===== src/rtl/pulse_pkg.sv =====
// Shared definitions for the CPMG pulse sequencer.
// Holds the default field widths, the sync high time, the minimum legal
// period and the FSM state encodings used by cpmg_sequencer.
package pulse_pkg;

    localparam int DEF_PER_W    = 24;
    localparam int DEF_WID_W    = 16;
    localparam int DEF_NBL_W    = 8;
    localparam int DEF_SYNC_LEN = 8;
    localparam int MIN_PER      = 2;

    localparam logic [2:0] S_IDLE = 3'd0;
    localparam logic [2:0] S_P1   = 3'd1;
    localparam logic [2:0] S_DEL  = 3'd2;
    localparam logic [2:0] S_P2   = 3'd3;
    localparam logic [2:0] S_GAP  = 3'd4;
    localparam logic [2:0] S_TAIL = 3'd5;
    localparam logic [2:0] S_WAIT = 3'd6;

    // States during which the receiver is blanked (when blocking is enabled).
    function automatic logic seq_busy(input logic [2:0] s);
        return (s == S_P1) || (s == S_DEL) || (s == S_P2) ||
               (s == S_GAP) || (s == S_TAIL);
    endfunction

endpackage


===== src/rtl/cpmg_sequencer_if.sv =====
// Parameter/strobe bus from pulse_control into the sequencer, plus the
// sequencer's pin-level outputs.
//   master : pulse_control side (drives *_in and rxd, observes outputs)
//   slave  : sequencer side
interface cpmg_sequencer_if #(
    parameter int PER_W = pulse_pkg::DEF_PER_W,
    parameter int WID_W = pulse_pkg::DEF_WID_W,
    parameter int NBL_W = pulse_pkg::DEF_NBL_W
);
    logic [PER_W-1:0] per_in;
    logic [WID_W-1:0] p1wid_in;
    logic [WID_W-1:0] del_in;
    logic [WID_W-1:0] p2wid_in;
    logic             cp_in;
    logic [NBL_W-1:0] nbl_in;
    logic             bl_in;
    logic             rxd;
    logic             sync_on;
    logic             pulse_on;
    logic             inhib;
    logic             upd_ack;
    logic             running;

    modport master (
        output per_in, p1wid_in, del_in, p2wid_in, cp_in, nbl_in, bl_in, rxd,
        input  sync_on, pulse_on, inhib, upd_ack, running
    );

    modport slave (
        input  per_in, p1wid_in, del_in, p2wid_in, cp_in, nbl_in, bl_in, rxd,
        output sync_on, pulse_on, inhib, upd_ack, running
    );
endinterface


===== src/rtl/seq_param_shadow.sv =====
// Double-buffered parameter set.
//   in_set   : raw parameter inputs, captured into the shadow on rxd
//   boundary : high on the cycle where a new set may take effect
//   apply    : combinational, a new set becomes active after this cycle
//   nxt_set  : the set that becomes active when apply is high (rxd bypasses
//              the shadow so same-cycle inputs win)
//   act_set  : set in force for the current period
//   upd_ack  : one-cycle pulse in the first cycle the new set is active
module seq_param_shadow #(
    parameter int SET_W = 1
) (
    input  logic             clk,
    input  logic             resetn,
    input  logic [SET_W-1:0] in_set,
    input  logic             rxd,
    input  logic             boundary,
    output logic             apply,
    output logic [SET_W-1:0] nxt_set,
    output logic [SET_W-1:0] act_set,
    output logic             upd_ack
);
    logic [SET_W-1:0] shadow;
    logic             pending;

    assign apply   = boundary & (pending | rxd);
    assign nxt_set = rxd ? in_set : shadow;

    always_ff @(posedge clk or negedge resetn) begin
        if (!resetn) begin
            shadow  <= '0;
            pending <= 1'b0;
            act_set <= '0;
            upd_ack <= 1'b0;
        end else begin
            if (rxd)
                shadow <= in_set;
            pending <= apply ? 1'b0 : (pending | rxd);
            if (apply)
                act_set <= nxt_set;
            upd_ack <= apply;
        end
    end
endmodule


===== src/rtl/cpmg_sequencer.sv =====
// Cycle-accurate CPMG period scheduler.
//   clk, resetn : PLL clock, asynchronous active-low reset
//   bus         : parameter inputs + rxd strobe in, sync_on/pulse_on/inhib/
//                 upd_ack/running out (all outputs registered)
// One period: P1, DEL, then P2 pulses separated by 2*del GAPs, TAIL (del),
// WAIT until the period wraps. The wrap always wins over an unfinished
// sequence.
module cpmg_sequencer
    import pulse_pkg::*;
#(
    parameter int PER_W    = DEF_PER_W,
    parameter int WID_W    = DEF_WID_W,
    parameter int NBL_W    = DEF_NBL_W,
    parameter int SYNC_LEN = DEF_SYNC_LEN
) (
    input  logic           clk,
    input  logic           resetn,
    cpmg_sequencer_if.slave bus
);
    typedef struct packed {
        logic [PER_W-1:0] per;
        logic [WID_W-1:0] p1wid;
        logic [WID_W-1:0] del;
        logic [WID_W-1:0] p2wid;
        logic             cp;
        logic [NBL_W-1:0] nbl;
        logic             bl;
    } params_t;

    localparam int               SET_W  = $bits(params_t);
    localparam logic [PER_W-1:0] SYNC_L = PER_W'(SYNC_LEN);
    localparam logic [PER_W-1:0] PMIN   = PER_W'(MIN_PER);

    params_t          in_p, act, nxt, eff;
    logic [SET_W-1:0] act_v, nxt_v;
    logic             apply, boundary, wrap;

    logic [2:0]       state, state_n, c;
    logic [PER_W-1:0] pcnt, pcnt_n, per_last, per_e, sync_lim;
    logic [WID_W:0]   seg, seg_n;
    logic [NBL_W-1:0] ecnt, ecnt_n, e, n_tot;
    logic             running, running_n, adv;
    logic             sync_q, pulse_q, inhib_q;

    assign in_p = '{per: bus.per_in, p1wid: bus.p1wid_in, del: bus.del_in,
                    p2wid: bus.p2wid_in, cp: bus.cp_in, nbl: bus.nbl_in,
                    bl: bus.bl_in};

    seq_param_shadow #(.SET_W(SET_W)) u_shadow (
        .clk      (clk),
        .resetn   (resetn),
        .in_set   (in_p),
        .rxd      (bus.rxd),
        .boundary (boundary),
        .apply    (apply),
        .nxt_set  (nxt_v),
        .act_set  (act_v),
        .upd_ack  (bus.upd_ack)
    );

    assign act = params_t'(act_v);
    assign nxt = params_t'(nxt_v);
    // Set governing the cycle being computed (new set on an apply cycle).
    assign eff = apply ? nxt : act;

    assign per_last = (act.per < PMIN) ? (PMIN - PER_W'(1)) : (act.per - PER_W'(1));
    assign wrap     = (state != S_IDLE) && (pcnt == per_last);
    assign boundary = (state == S_IDLE) || wrap;

    assign per_e    = (eff.per < PMIN) ? PMIN : eff.per;
    assign sync_lim = (per_e < SYNC_L) ? per_e : SYNC_L;
    assign n_tot    = (eff.cp && eff.nbl != '0) ? eff.nbl : NBL_W'(1);

    // Segment that follows s. With del=0 and p2wid=0 everything after P1 is
    // empty, so jump straight to WAIT instead of looping through GAP/P2.
    function automatic logic [2:0] nxt_seg(input logic [2:0] s,
                                           input logic [NBL_W-1:0] en,
                                           input params_t p);
        case (s)
            S_P1:    nxt_seg = (p.del == '0 && p.p2wid == '0) ? S_WAIT : S_DEL;
            S_DEL:   nxt_seg = S_P2;
            S_P2:    nxt_seg = (en != '0) ? S_GAP : S_TAIL;
            S_GAP:   nxt_seg = S_P2;
            default: nxt_seg = S_WAIT;
        endcase
    endfunction

    function automatic logic [WID_W:0] seg_len(input logic [2:0] s, input params_t p);
        case (s)
            S_P1:         seg_len = {1'b0, p.p1wid};
            S_DEL, S_TAIL: seg_len = {1'b0, p.del};
            S_P2:         seg_len = {1'b0, p.p2wid};
            S_GAP:        seg_len = {p.del, 1'b0};
            default:      seg_len = '1;
        endcase
    endfunction

    always_comb begin
        state_n = state;
        pcnt_n  = pcnt;
        seg_n   = seg;
        ecnt_n  = ecnt;
        c       = state;
        e       = ecnt;
        adv     = 1'b0;
        if (apply || wrap) begin
            pcnt_n = '0;
            adv    = 1'b1;
            c      = S_P1;
            e      = n_tot;
        end else if (state != S_IDLE) begin
            pcnt_n = pcnt + PER_W'(1);
            if (state != S_WAIT) begin
                if (seg == (WID_W+1)'(1)) begin
                    adv = 1'b1;
                    c   = nxt_seg(state, ecnt, eff);
                    if (c == S_P2)
                        e = ecnt - NBL_W'(1);
                end else begin
                    seg_n = seg - (WID_W+1)'(1);
                end
            end
        end
        // Zero-length segments consume no cycles; at most two can chain.
        if (adv) begin
            for (int k = 0; k < 3; k++) begin
                if (c != S_WAIT && seg_len(c, eff) == '0) begin
                    c = nxt_seg(c, e, eff);
                    if (c == S_P2)
                        e = e - NBL_W'(1);
                end
            end
            state_n = c;
            seg_n   = seg_len(c, eff);
            ecnt_n  = e;
        end
    end

    assign running_n = running | apply;

    always_ff @(posedge clk or negedge resetn) begin
        if (!resetn) begin
            state   <= S_IDLE;
            pcnt    <= '0;
            seg     <= '0;
            ecnt    <= '0;
            running <= 1'b0;
            sync_q  <= 1'b0;
            pulse_q <= 1'b0;
            inhib_q <= 1'b0;
        end else begin
            state   <= state_n;
            pcnt    <= pcnt_n;
            seg     <= seg_n;
            ecnt    <= ecnt_n;
            running <= running_n;
            sync_q  <= running_n && (pcnt_n < sync_lim);
            pulse_q <= (state_n == S_P1) || (state_n == S_P2);
            inhib_q <= eff.bl && seq_busy(state_n);
        end
    end

    assign bus.sync_on  = sync_q;
    assign bus.pulse_on = pulse_q;
    assign bus.inhib    = inhib_q;
    assign bus.running  = running;
endmodule


===== src/flat_wrapper.sv =====
// flat-port wrapper written by rule: the top's interface ports become plain ports
module cpmg_sequencer_flat import pulse_pkg::*;
#(
    parameter int PER_W    = DEF_PER_W,
    parameter int WID_W    = DEF_WID_W,
    parameter int NBL_W    = DEF_NBL_W,
    parameter int SYNC_LEN = DEF_SYNC_LEN
)
  (clk, resetn, bus_per_in, bus_p1wid_in, bus_del_in, bus_p2wid_in, bus_cp_in, bus_nbl_in, bus_bl_in, bus_rxd, bus_sync_on, bus_pulse_on, bus_inhib, bus_upd_ack, bus_running);
  cpmg_sequencer_if #(.PER_W(PER_W), .WID_W(WID_W), .NBL_W(NBL_W)) bus_i ();
  input  logic clk;
  input  logic resetn;
  input wire logic [$bits(bus_i.per_in)-1:0] bus_per_in;
  input wire logic [$bits(bus_i.p1wid_in)-1:0] bus_p1wid_in;
  input wire logic [$bits(bus_i.del_in)-1:0] bus_del_in;
  input wire logic [$bits(bus_i.p2wid_in)-1:0] bus_p2wid_in;
  input wire logic [$bits(bus_i.cp_in)-1:0] bus_cp_in;
  input wire logic [$bits(bus_i.nbl_in)-1:0] bus_nbl_in;
  input wire logic [$bits(bus_i.bl_in)-1:0] bus_bl_in;
  input wire logic [$bits(bus_i.rxd)-1:0] bus_rxd;
  output wire logic [$bits(bus_i.sync_on)-1:0] bus_sync_on;
  output wire logic [$bits(bus_i.pulse_on)-1:0] bus_pulse_on;
  output wire logic [$bits(bus_i.inhib)-1:0] bus_inhib;
  output wire logic [$bits(bus_i.upd_ack)-1:0] bus_upd_ack;
  output wire logic [$bits(bus_i.running)-1:0] bus_running;
  assign bus_i.per_in = bus_per_in;
  assign bus_i.p1wid_in = bus_p1wid_in;
  assign bus_i.del_in = bus_del_in;
  assign bus_i.p2wid_in = bus_p2wid_in;
  assign bus_i.cp_in = bus_cp_in;
  assign bus_i.nbl_in = bus_nbl_in;
  assign bus_i.bl_in = bus_bl_in;
  assign bus_i.rxd = bus_rxd;
  assign bus_sync_on = bus_i.sync_on;
  assign bus_pulse_on = bus_i.pulse_on;
  assign bus_inhib = bus_i.inhib;
  assign bus_upd_ack = bus_i.upd_ack;
  assign bus_running = bus_i.running;
  cpmg_sequencer #(.PER_W(PER_W), .WID_W(WID_W), .NBL_W(NBL_W), .SYNC_LEN(SYNC_LEN)) u_core (.clk(clk), .resetn(resetn), .bus(bus_i));
endmodule

===== config.mk =====
export PLATFORM = sky130hd
export DESIGN_NAME = cpmg_sequencer_flat
export DESIGN_NICKNAME = d
export VERILOG_FILES = /design/src/rtl/pulse_pkg.sv /design/src/rtl/cpmg_sequencer_if.sv /design/src/rtl/seq_param_shadow.sv /design/src/rtl/cpmg_sequencer.sv /design/src/flat_wrapper.sv
export SDC_FILE = /design/constraint.sdc
export NUM_CORES = 1
export LEC_CHECK = 0
export ABC_AREA = 1
export BUFFER_PORTS_ARGS = -buffer_cell sky130_fd_sc_hd__buf_2
export CORE_MARGIN = 2
export CORE_UTILIZATION = 55
export DETAILED_ROUTE_END_ITERATION = 10
export PLACE_DENSITY_LB_ADDON = 0.08
export SYNTH_ARGS = -nofsm -noshare
export SYNTH_HDL_FRONTEND = slang
export SYNTH_SLANG_ARGS = --single-unit
export TNS_END_PERCENT = 5

===== constraint.sdc =====
create_clock -name clk -period 7.65 [get_ports clk]
set_input_delay 1.53 -clock clk [delete_from_list [all_inputs] [get_ports clk]]
set_output_delay 1.53 -clock clk [all_outputs]
set_load 0.005 [all_outputs]

Word-level counts from Yosys, hierarchy flattened
Cells that the tools add are included.
{"block": "word_totals", "ff_bits": 222, "input_bits": 85, "output_inout_bits": 5, "elab_cells": 173}
{"block": "op_classes", "add_sub_neg": 7, "n_lt_le_gt_ge": 4, "n_eq_ne": 41, "n_mux": 68, "bitwise": 3, "reduce_logical": 38}
{"cell": "$pmux 17 s4", "count": 4}
{"cell": "$mux 82", "count": 2}
{"cell": "$mux 17", "count": 8}
{"cell": "$mux 24", "count": 5}
{"cell": "$mux 8", "count": 14}
{"cell": "$mux 3", "count": 22}
{"cell": "$logic_not 17->1", "count": 3}
{"cell": "$eq 3x2->1 const B", "count": 16}
{"cell": "$lt 24x2->1 const B", "count": 2}
{"cell": "$reduce_bool 8->1", "count": 5}
{"cell": "$pmux 3 s3", "count": 4}
{"cell": "$eq 3x3->1 const B", "count": 11}
{"cell": "$logic_not 16->1", "count": 2}
{"cell": "$sub 8x1->8 const B", "count": 4}
{"cell": "$add 24x1->24 const B", "count": 1}
{"cell": "$eq 24x24->1", "count": 1}
{"cell": "$lt 24x24->1", "count": 1}
{"cell": "$lt 24x4->1 const B", "count": 1}
{"cell": "$sub 24x1->24 const B", "count": 1}
{"cell": "$eq 3x1->1 const B", "count": 6}
{"cell": "$eq 17x1->1 const B", "count": 1}
{"cell": "$sub 17x1->17 const B", "count": 1}
{"cell": "$reduce_or 2->1", "count": 8}
{"cell": "$ne 3x3->1 const B", "count": 4}
{"cell": "10 further kinds", "count": 34}

Logic depth before layout (Yosys ltp)
{"block": "depth", "depth_word": 56, "ltp_mapped": 58, "ltp_nobuf": 55}

By module
Synthesis repeated with hierarchy kept, for this count alone.
{"block": "hier_totals", "cells_unflattened": 2300, "area_unflattened_um2": 15269.6}
{"module": "cpmg_sequencer", "n_inst": 1, "cells_each": 1602, "area_each_um2": 9085.0, "seq_area_each_um2": 1401.3}
{"module": "seq_param_shadow", "n_inst": 1, "cells_each": 698, "area_each_um2": 6184.7, "seq_area_each_um2": 4154.0}

Worst setup path after synthesis
Ideal clock, no wire load.
{"block": "synth_timing", "kind": "input-to-reg", "startpoint": "input port bus_rxd", "endpoint": "register u_core.seg[10]", "setup_ns": 0.117, "arrival_time_ns": 6.612, "required_ns": 7.533, "path_slack_ns": 0.922, "path_stages": 37, "path_buffers": 6, "cell_sequence": "clkbuf_1 > clkbuf_1 > clkbuf_1 > buf_1 > buf_1 > mux2_2 > o21ai_0 > nor2_1 > nand2_1 > o21ai_0 > inv_1 > ha_1 > nand3_1 > nor2_1 > nand4_1 > nand3_1 > nand2_2 > nand2_1 > nand2_1 > nand2_1 > nor2_4 > nor2_8 > nand4_4 > xor2_1 > ha_1 > nand3_1 > nor2_1 > nand2_1 > nor2_1 > nand3_1 > nand3_1 > nand3_1 > nand3_4 > buf_6 > nand4_1 > nand2_1 > nand2_1"}
{"element": "start: declaration", "line": "flat_wrapper.sv:20", "rtl": "input wire logic [$bits(bus_i.rxd)-1:0] bus_rxd;"}
{"element": "end signal: assignment", "line": "cpmg_sequencer.sv:154", "rtl": "seg <= seg_n;"}
{"element": "end: declaration", "line": "cpmg_sequencer.sv:40", "rtl": "logic [WID_W:0] seg, seg_n;"}

Worst setup path in the final report
{"block": "layout_timing", "startpoint": "register u_core.u_shadow.act_set[65]", "endpoint": "register u_core.seg[11]"}
{"block": "layout_via", "elab_chain_len": 50, "word_cells_on_any_way": 112, "classes_between": "add/sub (3); order compare (1); eq/ne (29); mux (51); bitwise (1); reduce/logical (27)"}
{"element": "start: declaration", "line": "seq_param_shadow.sv:19", "rtl": "output logic [SET_W-1:0] act_set,"}
{"element": "start signal: assignment", "line": "seq_param_shadow.sv:39", "rtl": "act_set <= nxt_set;"}
{"element": "$sub 24x1->24 or $lt 24x2->1 (tied branches)", "line": "cpmg_sequencer.sv:66", "rtl": "assign per_last = (act.per < PMIN) ? (PMIN - PER_W'(1)) : (act.per - PER_W'(1));"}
{"element": "$mux 24 *", "line": "cpmg_sequencer.sv:66"}
{"element": "$eq 24x24->1 *", "line": "cpmg_sequencer.sv:67", "rtl": "assign wrap = (state != S_IDLE) && (pcnt == per_last);"}
{"element": "$logic_and 1x1->1 *", "line": "cpmg_sequencer.sv:67"}
{"element": "$logic_or 1x1->1", "line": "cpmg_sequencer.sv:68", "rtl": "assign boundary = (state == S_IDLE) || wrap;"}
{"element": "$and 1x1->1", "line": "seq_param_shadow.sv:25", "rtl": "assign apply = boundary & (pending | rxd);"}
{"element": "$mux 82", "line": "cpmg_sequencer.sv:64", "rtl": "assign eff = apply ? nxt : act;"}
{"element": "$logic_not 16->1", "line": "cpmg_sequencer.sv:80", "rtl": "S_P1: nxt_seg = (p.del == '0 && p.p2wid == '0) ? S_WAIT : S_DEL;"}
{"element": "[34 not listed]"}
{"element": "$mux 3", "line": "cpmg_sequencer.sv:127", "rtl": "if (c != S_WAIT && seg_len(c, eff) == '0) begin"}
{"element": "$mux 3", "line": "cpmg_sequencer.sv:125", "rtl": "if (adv) begin"}
{"element": "$mux 3", "line": "cpmg_sequencer.sv:127"}
{"element": "$mux 3", "line": "cpmg_sequencer.sv:125"}
{"element": "$eq 3x2->1 or $eq 3x3->1 (tied branches)", "line": "cpmg_sequencer.sv:89", "rtl": "case (s)"}
{"element": "$reduce_or 2->1", "line": "cpmg_sequencer.sv:89"}
{"element": "$pmux 17 s4", "line": "cpmg_sequencer.sv:89"}
{"element": "$mux 17", "line": "cpmg_sequencer.sv:125"}
Mark *: on every way between the ends. The rest lies on a longest branch, timed or not. The select of a mux whose other input is x is not followed.
A chain may end at the register's enable or synchronous reset.

==> impl_metrics.csv <==
group,metric,value,unit
run_status,status,"completed",
global_route,overflow,0,
die,die_x,165,um
setup_path,crit_type,"flop to flop",
sta,fmax,141,MHz
logic_synthesis,synth-main-ff-cell,"dfrtp_1",
clocking,path_clk_slew,0.06,ns
sta,finalCritPeriodShare,0.929,
placement,hpwlAfterDp,31.3,mm
cells_and_area,drive_above_1_share,0.152,
clocking,clk_latency,0.54,ns
logic_synthesis,async_flop_share,1.00,
min_path,hp-class,"flop to flop",
die,initial_utilization,0.554,
cells_and_area,multi_input_area,0.00747,sq mm
logic_synthesis,synth_cell_type_count,52,
placement,gp_congestion,1.02,
clocking,cts_tree,"built",
sta,worst_pin_slew,1.10,ns
global_route,grt_max_degree,101,
setup_path,end_kind,"flop",
cells_and_area,fillCellCount,2421,
clocking,cts_max_level,1,
global_route,grt_pass1_wl,64.9,mm
cells_and_area,final_core_util,0.625,
sta,holdWs,0.480,ns
logic_synthesis,synthCells,1971,
sta,final.setup_skew,0.0159,ns
logic_synthesis,synth_seq_area_share,0.388,
setup_path,crit_required,8.12,ns
setup_path,crit_path_frequent_cell,"nand2_1",
logic_synthesis,ys_warn_count,0,
global_route,antenna_found_initial,0,
setup_path,worstPathArrival,7.58,ns
die,num_rows,59,
sta,setup_viol,0,
logic_synthesis,syn-mean-instance-area,7.26,sq um
sta,timing.final.ws_setup,0.540,ns
sta,finalSetupTns,0,ns
drt,antenna_left,0,
setup_path,cpMaxStageDelayCell,"dfrtp_1",
sta,fin_crit,7.11,ns
cells_and_area,n_antenna_cell,0,
drt,num_vias,13214,
setup_path,start_kind,"flop",
sta,hold_viol_final,0,
sta,relSlewSlack,0.267,
run,drv_cap,0,
logic_synthesis,synthTopCellsByArea,"dfrtp_1, nand2_1, inv_1, nand3_1, nor2_1",
cells_and_area,syn2layout_area_growth,12.7,%
die,die_h,165,um
die,pin_count,90,
drt,drt_first_pass_iters,8,
setup_path,cpPeakStageDelay,0.47,ns
drt,drt-initial-drc-count,1173,
clocking,clockBufferDepth,3,
drt,viasPerCell,5.44,
die,coreArea,0.0258,sq mm
setup_path,cp_max_fo,42,
logic_synthesis,synth_edf_count,0,
cells_and_area,nNetsFinal,2199,
drt,drc,0,
logic_synthesis,netlist_area,0.0143,sq mm
logic_synthesis,yosys-top-cells-count,"nand2_1, inv_1, dfrtp_1",
clocking,cts_sinks,222,
logic_synthesis,synth_top_area_frac,0.388,
die,dieArea,0.0273,sq mm
sta,drv_slew,0,
cells_and_area,register_area,0.00556,sq mm
placement,port_buffers,89,
sta,rsz0062_at_grt,"no",
drt,wl_per_cell,17.1,um
logic_synthesis,post-synth-top-count-cell,"nand2_1",
clocking,cts_made_buffers,25,
clocking,cts_hold_buf,0,
logic_synthesis,yosysTopAreaCell,"dfrtp_1",
global_route,grt_pass1_vias,12402,
global_route,grtUsageTotal,0.303,
clocking,root_buffer,"clkbuf_16",
drt,wl,41.5,mm
logic_synthesis,synth_seq_cells,222,
placement,dpl_worst_slack,0.257,ns
[critical path: cells and delay by family, from the launching register on]
| family | cells | cell delay [ns] |
|---|---|---|
| buffers and inverters | 7 | 0.82 |
| AND/OR/NAND/NOR | 44 | 5.44 |
| AO/OA/AOI/OAI | 1 | 0.15 |
| flip-flops | 1 | 0.47 |
| adder cells (fa/ha/maj) | 1 | 0.15 |
[cell usage in the layout (no fill, tap or decap), types with 14 or more instances in the layout]
master and instances:
o21ai_0 101, buf_4 25, nand2_2 19, ha_1 33, a21oi_1 32, nand2_1 528, dfrtp_1 222, buf_2 87
inv_1 299, a221oi_1 15, conb_1 20, nand4_1 49, mux2_2 57, o21ai_1 20, nor2_4 14, nor3_1 24
nand3_1 154, clkbuf_16 25, xor2_1 29, nor2_1 176
[logic make-up after synthesis]
family | Yosys count | share of synthesized area
buffers and inverters | 380 | 0.104
adder cells (fa/ha/maj) | 33 | 0.0288
multiplexers | 60 | 0.0469
XOR/XNOR | 38 | 0.0232
AND/OR/NAND/NOR | 1037 | 0.329
flip-flops | 222 | 0.388
AO/OA/AOI/OAI | 200 | 0.0794
other | 1 | 0.000262
[through the flow]
step | cell area [sq um] | std cells
6_report | 16100 | 2430
4_1_cts | 16000 | 2426
2_1_floorplan | 14400 | 1990
5_1_grt | 16100 | 2430
3_5_place_dp | 15200 | 2385
3_3_place_gp | 15200 | 2385
[layout make-up]
type                    instances  share of cell area
clock buffers                  31              0.0420
clock inverters                10             0.00698
inverters                     325              0.0759
multi-input cells            1391               0.463
flip-flops and latches        222               0.344
well taps                     335              0.0260
repair buffers                116              0.0424
[flip-flops by register name (all words and copies together) (netlist names), 3 cells and up]
| register | flops |
|---|---|
| u_core.pcnt | 24 |
| u_core.u_shadow.shadow | 82 |
| u_core.seg | 17 |
| u_core.state | 3 |
| u_core.u_shadow.act_set | 82 |
| u_core.ecnt | 8 |
[metal layers]
metal | share of wire | wire length, um | up-vias | GRT usage
li1 | - | - | 6497 | -
met2 | 0.49 | 20300 | 400 | 0.529
met4 | 0.034 | 1400 | 0 | 0.0893
met5 | 0 | 0 | - | 0
met1 | 0.42 | 17600 | 6228 | 0.400
met3 | 0.052 | 2160 | 89 | 0.0297
[what timing repair did]
action,in CTS,in global routing
gates resized for setup,0,29
setup endpoints to repair,0,25
buffers inserted,0,1
[path summary, 6_finish.rpt]
path                                         endpoint  slack (ns)  depth (start not counted)                         from
max                                    u_core.seg[11]        0.54                         53  u_core.u_shadow.act_set[65]
min                                u_core.bus.running        0.48                          1           u_core.bus.running
max reg2reg                            u_core.seg[11]        0.54                         53  u_core.u_shadow.act_set[65]
min reg2reg                        u_core.bus.running        0.48                          1           u_core.bus.running
max in group asynchronous             u_core.pcnt[23]        5.01                          2                       resetn
min in group asynchronous  u_core.u_shadow.shadow[81]        1.02                          1                       resetn
Power is left out: the tool's default activity adds up to more than one toggle a clock period on the data nets, which glitch-free logic cannot reach.
